===== src/rtl/vscale_fetch_queue_pkg.sv =====
// vscale_fetch_queue_pkg: shared fetch constants (instruction width, XPR length, NOP encoding)
package vscale_fetch_queue_pkg;
  localparam int XPR_LEN = 32;
  localparam int INST_WIDTH = 32;
  localparam logic [INST_WIDTH-1:0] RV_NOP = 32'h00000013;
endpackage


===== src/rtl/vscale_fetch_fifo.sv =====
// vscale_fetch_fifo: DEPTH-entry sync FIFO with flush; ports clk, reset_n, flush, push/wdata, pop/rdata, full, empty, count
module vscale_fetch_fifo #(
  parameter int WIDTH = 65,
  parameter int DEPTH = 4,
  localparam int AW = $clog2(DEPTH)
)(
  input  logic             clk,
  input  logic             reset_n,
  input  logic             flush,
  input  logic             push,
  input  logic [WIDTH-1:0] wdata,
  input  logic             pop,
  output logic [WIDTH-1:0] rdata,
  output logic             full,
  output logic             empty,
  output logic [AW:0]      count
);
  logic [WIDTH-1:0] mem [DEPTH];
  logic [AW-1:0] rd_ptr, wr_ptr;
  assign rdata = mem[rd_ptr];
  assign full = count == (AW+1)'(DEPTH);
  assign empty = count == '0;
  always_ff @(posedge clk)
    if (push) mem[wr_ptr] <= wdata;
  always_ff @(posedge clk)
    if (!reset_n || flush) begin
      rd_ptr <= '0;
      wr_ptr <= '0;
      count <= '0;
    end else begin
      rd_ptr <= rd_ptr + AW'(pop);
      wr_ptr <= wr_ptr + AW'(push);
      count <= count + (AW+1)'(push) - (AW+1)'(pop);
    end
endmodule


===== src/rtl/vscale_fetch_queue.sv =====
// vscale_fetch_queue: prefetching IF stage; ports clk, reset_n, redirect_valid/pc, imem_req/addr/wait/rdata/badmem_e, inst_valid/ready/inst/pc/badmem, count
module vscale_fetch_queue #(
  parameter int XPR_LEN = vscale_fetch_queue_pkg::XPR_LEN,
  parameter int DEPTH = 4,
  parameter logic [XPR_LEN-1:0] RESET_PC = 'h200,
  parameter bit BYPASS_EN = 1'b1,
  localparam int CW = $clog2(DEPTH) + 1
)(
  input  logic                                      clk,
  input  logic                                      reset_n,
  input  logic                                      redirect_valid,
  input  logic [XPR_LEN-1:0]                        redirect_pc,
  output logic                                      imem_req,
  output logic [XPR_LEN-1:0]                        imem_addr,
  input  logic                                      imem_wait,
  input  logic [vscale_fetch_queue_pkg::INST_WIDTH-1:0] imem_rdata,
  input  logic                                      imem_badmem_e,
  output logic                                      inst_valid,
  input  logic                                      inst_ready,
  output logic [vscale_fetch_queue_pkg::INST_WIDTH-1:0] inst,
  output logic [XPR_LEN-1:0]                        inst_pc,
  output logic                                      inst_badmem,
  output logic [CW-1:0]                             count
);
  import vscale_fetch_queue_pkg::*;
  localparam int EW = XPR_LEN + INST_WIDTH + 1;
  logic [XPR_LEN-1:0] fetch_pc, req_pc;
  logic outstanding, drop, halted;
  logic accept, resp, resp_keep, bypass, push, pop, fifo_empty, fifo_full;
  logic [EW-1:0] resp_entry, head;
  logic [INST_WIDTH-1:0] inst_raw;
  logic [CW:0] credit;
  assign credit = {1'b0, count} + (CW+1)'(outstanding);
  assign imem_addr = redirect_valid ? redirect_pc : fetch_pc;
  assign imem_req = reset_n & (redirect_valid | (~halted & (credit < (CW+1)'(DEPTH))));
  assign accept = imem_req & ~imem_wait;
  assign resp = outstanding & ~imem_wait;
  assign resp_keep = resp & ~drop & ~redirect_valid;
  assign resp_entry = {req_pc, imem_rdata, imem_badmem_e};
  assign bypass = BYPASS_EN & fifo_empty & resp_keep;
  assign inst_valid = ~redirect_valid & (~fifo_empty | bypass);
  assign {inst_pc, inst_raw, inst_badmem} = fifo_empty ? resp_entry : head;
  assign inst = inst_valid ? inst_raw : RV_NOP;
  assign pop = inst_valid & inst_ready & ~fifo_empty;
  assign push = resp_keep & ~(bypass & inst_ready);
  always_ff @(posedge clk)
    if (!reset_n) begin
      fetch_pc <= RESET_PC;
      req_pc <= RESET_PC;
      outstanding <= 1'b0;
      drop <= 1'b0;
      halted <= 1'b0;
    end else begin
      fetch_pc <= accept ? imem_addr + XPR_LEN'(4) : redirect_valid ? redirect_pc : fetch_pc;
      req_pc <= accept ? imem_addr : req_pc;
      outstanding <= accept | (outstanding & imem_wait);
      drop <= redirect_valid ? outstanding & imem_wait : drop & ~resp;
      halted <= ~redirect_valid & (halted | (resp_keep & imem_badmem_e));
    end
  vscale_fetch_fifo #(.WIDTH(EW), .DEPTH(DEPTH)) u_fifo (
    .clk(clk),
    .reset_n(reset_n),
    .flush(redirect_valid),
    .push(push),
    .wdata(resp_entry),
    .pop(pop),
    .rdata(head),
    .full(fifo_full),
    .empty(fifo_empty),
    .count(count)
  );
  assert property (@(posedge clk) disable iff (!reset_n) !(push && fifo_full));
endmodule


===== config.mk =====
export PLATFORM = sky130hd
export DESIGN_NAME = vscale_fetch_queue
export DESIGN_NICKNAME = d
export VERILOG_FILES = /design/src/rtl/vscale_fetch_queue_pkg.sv /design/src/rtl/vscale_fetch_fifo.sv /design/src/rtl/vscale_fetch_queue.sv
export SDC_FILE = /design/constraint.sdc
export NUM_CORES = 1
export LEC_CHECK = 0
export BUFFER_PORTS_ARGS = -buffer_cell sky130_fd_sc_hd__buf_2
export CORE_ASPECT_RATIO = 1.4
export CORE_MARGIN = 2
export CORE_UTILIZATION = 41
export DETAILED_ROUTE_END_ITERATION = 6
export REMOVE_ABC_BUFFERS = 1
export SKIP_LAST_GASP = 1
export SYNTH_ARGS = -nofsm -noshare
export SYNTH_HDL_FRONTEND = slang
export SYNTH_SLANG_ARGS = --single-unit

===== constraint.sdc =====
create_clock -name clk -period 9.01 [get_ports clk]
set_input_delay 1.3515 -clock clk [delete_from_list [all_inputs] [get_ports clk]]
set_output_delay 1.3515 -clock clk [all_outputs]
set_load 0.01 [all_outputs]

==> reports/metrics.yaml <==
yosys_top_cell_by_area: "edfxtp_1"
worstSetupEndpointType: "output port"
clock_skew_ps: 12.5
detailedRoute.firstIterationViolations: 587
tritoncts.num_buffers: 34
yosys_warns: 0
fp.dieArea_sq_mm: 0.0356
synth_top_cells_by_area: "edfxtp_1, dfxtp_1, mux4_2"
area_delta_synth_final_pct: 17.1
avg_vias_per_cell: 5.28
total_leakage_power_nw: 6.03
cts_resizes: 0
report.final.setup_viol: 0
yosys_register_bits: 334
status: "finished clean"
num_clock_sinks: 334
detail_route.first_pass.iterations: 5
io_pins: 172
synth.top_cells.by_count: "edfxtp_1, nand2_1, dfxtp_1"
yosysMostFrequentCell: "edfxtp_1"
netlist.area_leader.share: 0.559
fin_nets: 1243
most_instantiated_flip_flop_cell_in_the_synthesis_netlist: "edfxtp_1"
start_util: 0.413
power-per-cell-area_mw_per_mm2: 203
grt_max_degree: 73
routability_congestion_estimate: 0.779
rsz0062_at_grt: "no"
chipWidth_um: 160
drc: 0
netlist_instances: 1008
die_y_extent_um: 222
dr_total_vias: 8678
overflow: 0
wl_per_cell_um: 20.2
first_global_vias: 8723
fin_hold_ws_ps: 499
synthDistinctLibCells: 61
postSynth.asyncResetShare: 0
final_hold_viol_count: 0
synth.avg_cell_area_sq_um: 13.9
worstPathMaxFanout: 72
grt_pass1_wl_mm: 51.3
number_of_antenna_violations_at_the_first_check_in_global_routing: 0
maxCapViolCount: 0
io_buffers: 171
fin_setup_tns_ps: 0
seq_area_frac_synth: 0.665
critical_path_class: "primary input to output port"
detail-route-antenna-nets: 0
tightestPinTransition_ps: 1080
cts-root-buf: "clkbuf_16"
min_path_type: "flop to flop"
groute.usage.overall: 0.187
floorplan.core_area_sq_mm: 0.0338
final_cell_count_no_fill: 1643
synth_enable_flop_cells: 260
worstSetupStartpointType: "primary input"
post_cts.repair.setup_buffers: 0
worst_ep_arrival_time_ps: 3480
path_clk_slew_ps: 60
post_cts_hold_buffer_count: 0
worst_slew_margin_relative_to_its_limit: 0.278
power.ir.vdd_worst_mv: 0.0959
slew_violations: 0
timing.final.crit_period_ps: 4830
worst_ep_required_time_ps: 7660
drt_wl_total_mm: 33.2
achievable-frequency_mhz: 207
placed_cells_incl_taps: 1583
antenna_fix_cells: 0
syn-cell-area_sq_mm: 0.0140
drive_above_1_share: 0.275
clk_path_buf_depth: 3
htree_levels: 2
finalCritPeriodShare: 0.537
hpwl_mm: 20.3
cts_tree: "done"
rows: 80
clkLatencyLatePin_ps: 520
[cell usage in the layout (no fill, tap or decap), types with 4 or more instances in the layout]
cell       netlist  routed
edfxtp_1       260     260
nand2_1        217     217
buf_2           13     171
dfxtp_1         74      72
mux4_2          65      65
nand3_1         48      48
a21oi_1         46      46
clkbuf_16        0      35
mux2i_1         29      29
inv_1           29      29
o21ai_0         27      27
nor2_1          23      21
buf_4            1      13
nor3_1          13      12
clkbuf_1        33      12
mux2_2           7       7
o41ai_1          6       6
nor4_1           6       6
nand4b_1         5       5
a31oi_1          5       5
nand4_1          5       5
nand3b_1         5       5
nor2b_1          4       4
and2_1           4       4
o311ai_0         4       4
ha_1             4       4
clkinv_2         0       4
[power by group]
| group | internal [mW] | switching (mW) |
|---|---|---|
| clock | 0.831 | 0.566 |
| sequential | 1.69 | 0.0263 |
| combinational | 0.0746 | 0.133 |
[metrics by stage]
step                utilization  area [sq um]  worst slack, ps  power (mW)
floorplan                     -         13700             1450        1.85
global placement          0.451         15300             4200        1.96
detailed placement        0.451         15300             4130        1.96
CTS                       0.484         16400             4140        3.36
global route              0.484         16400             3950        3.44
finish                    0.484         16400             4180        3.32
[registers in the layout, summed over array words and instances (netlist names)]
name / count
req_pc: 32
u_fifo.count: 3
u_fifo.wr_ptr: 2
fetch_pc: 32
halted: 1
drop: 1
outstanding: 1
u_fifo.mem: 260
u_fifo.rd_ptr: 2
[logic make-up (layout without fill, tap and decap cells)]
| kind of cell | after synthesis | count (layout) | synth area share |
|---|---|---|---|
| simple gates | 351 | 351 | 0.112 |
| xor+xnor | 5 | 5 | 0.00313 |
| flops | 334 | 334 | 0.665 |
| buf+inv | 90 | 274 | 0.0275 |
| compound gates | 122 | 122 | 0.0566 |
| fa+ha+maj | 5 | 5 | 0.00501 |
| mux | 101 | 101 | 0.131 |
[worst paths after layout]
path | startpoint | to | slack (ps) | cells past startpoint
worst min register to register | drop | drop | 500 | 2
worst max register to register | u_fifo.count[1] | u_fifo.mem[2][28] | 5830 | 6
worst min-delay path | drop | drop | 500 | 2
worst max-delay path | redirect_valid | inst[4] | 4180 | 8
[cell type report]
class	instances	area [sq um]
fillers	3069	17500
flip-flops and latches	334	9300
multi-input cells	584	4340
clock buffers	50	962
repair buffers	184	953
well taps	451	564
clock inverters	10	138
inverters	30	113
[worst max-delay path, stage by stage]
cell and delay [ps]:
buf_2 70, buf_4 640, or4b_1 250, inv_1 80
nor2_4 670, inv_2 110, nand3_1 110, buf_2 130
[metal layers]
layer  up-vias  share of wire  global-route usage
li1       4096              -                   -
met5         -              0                   0
met2       216           0.50               0.321
met3        34          0.043              0.0301
met1      4332           0.44               0.251
met4         0          0.016              0.0456
Note: power is estimated with default switching activity, not from simulation.
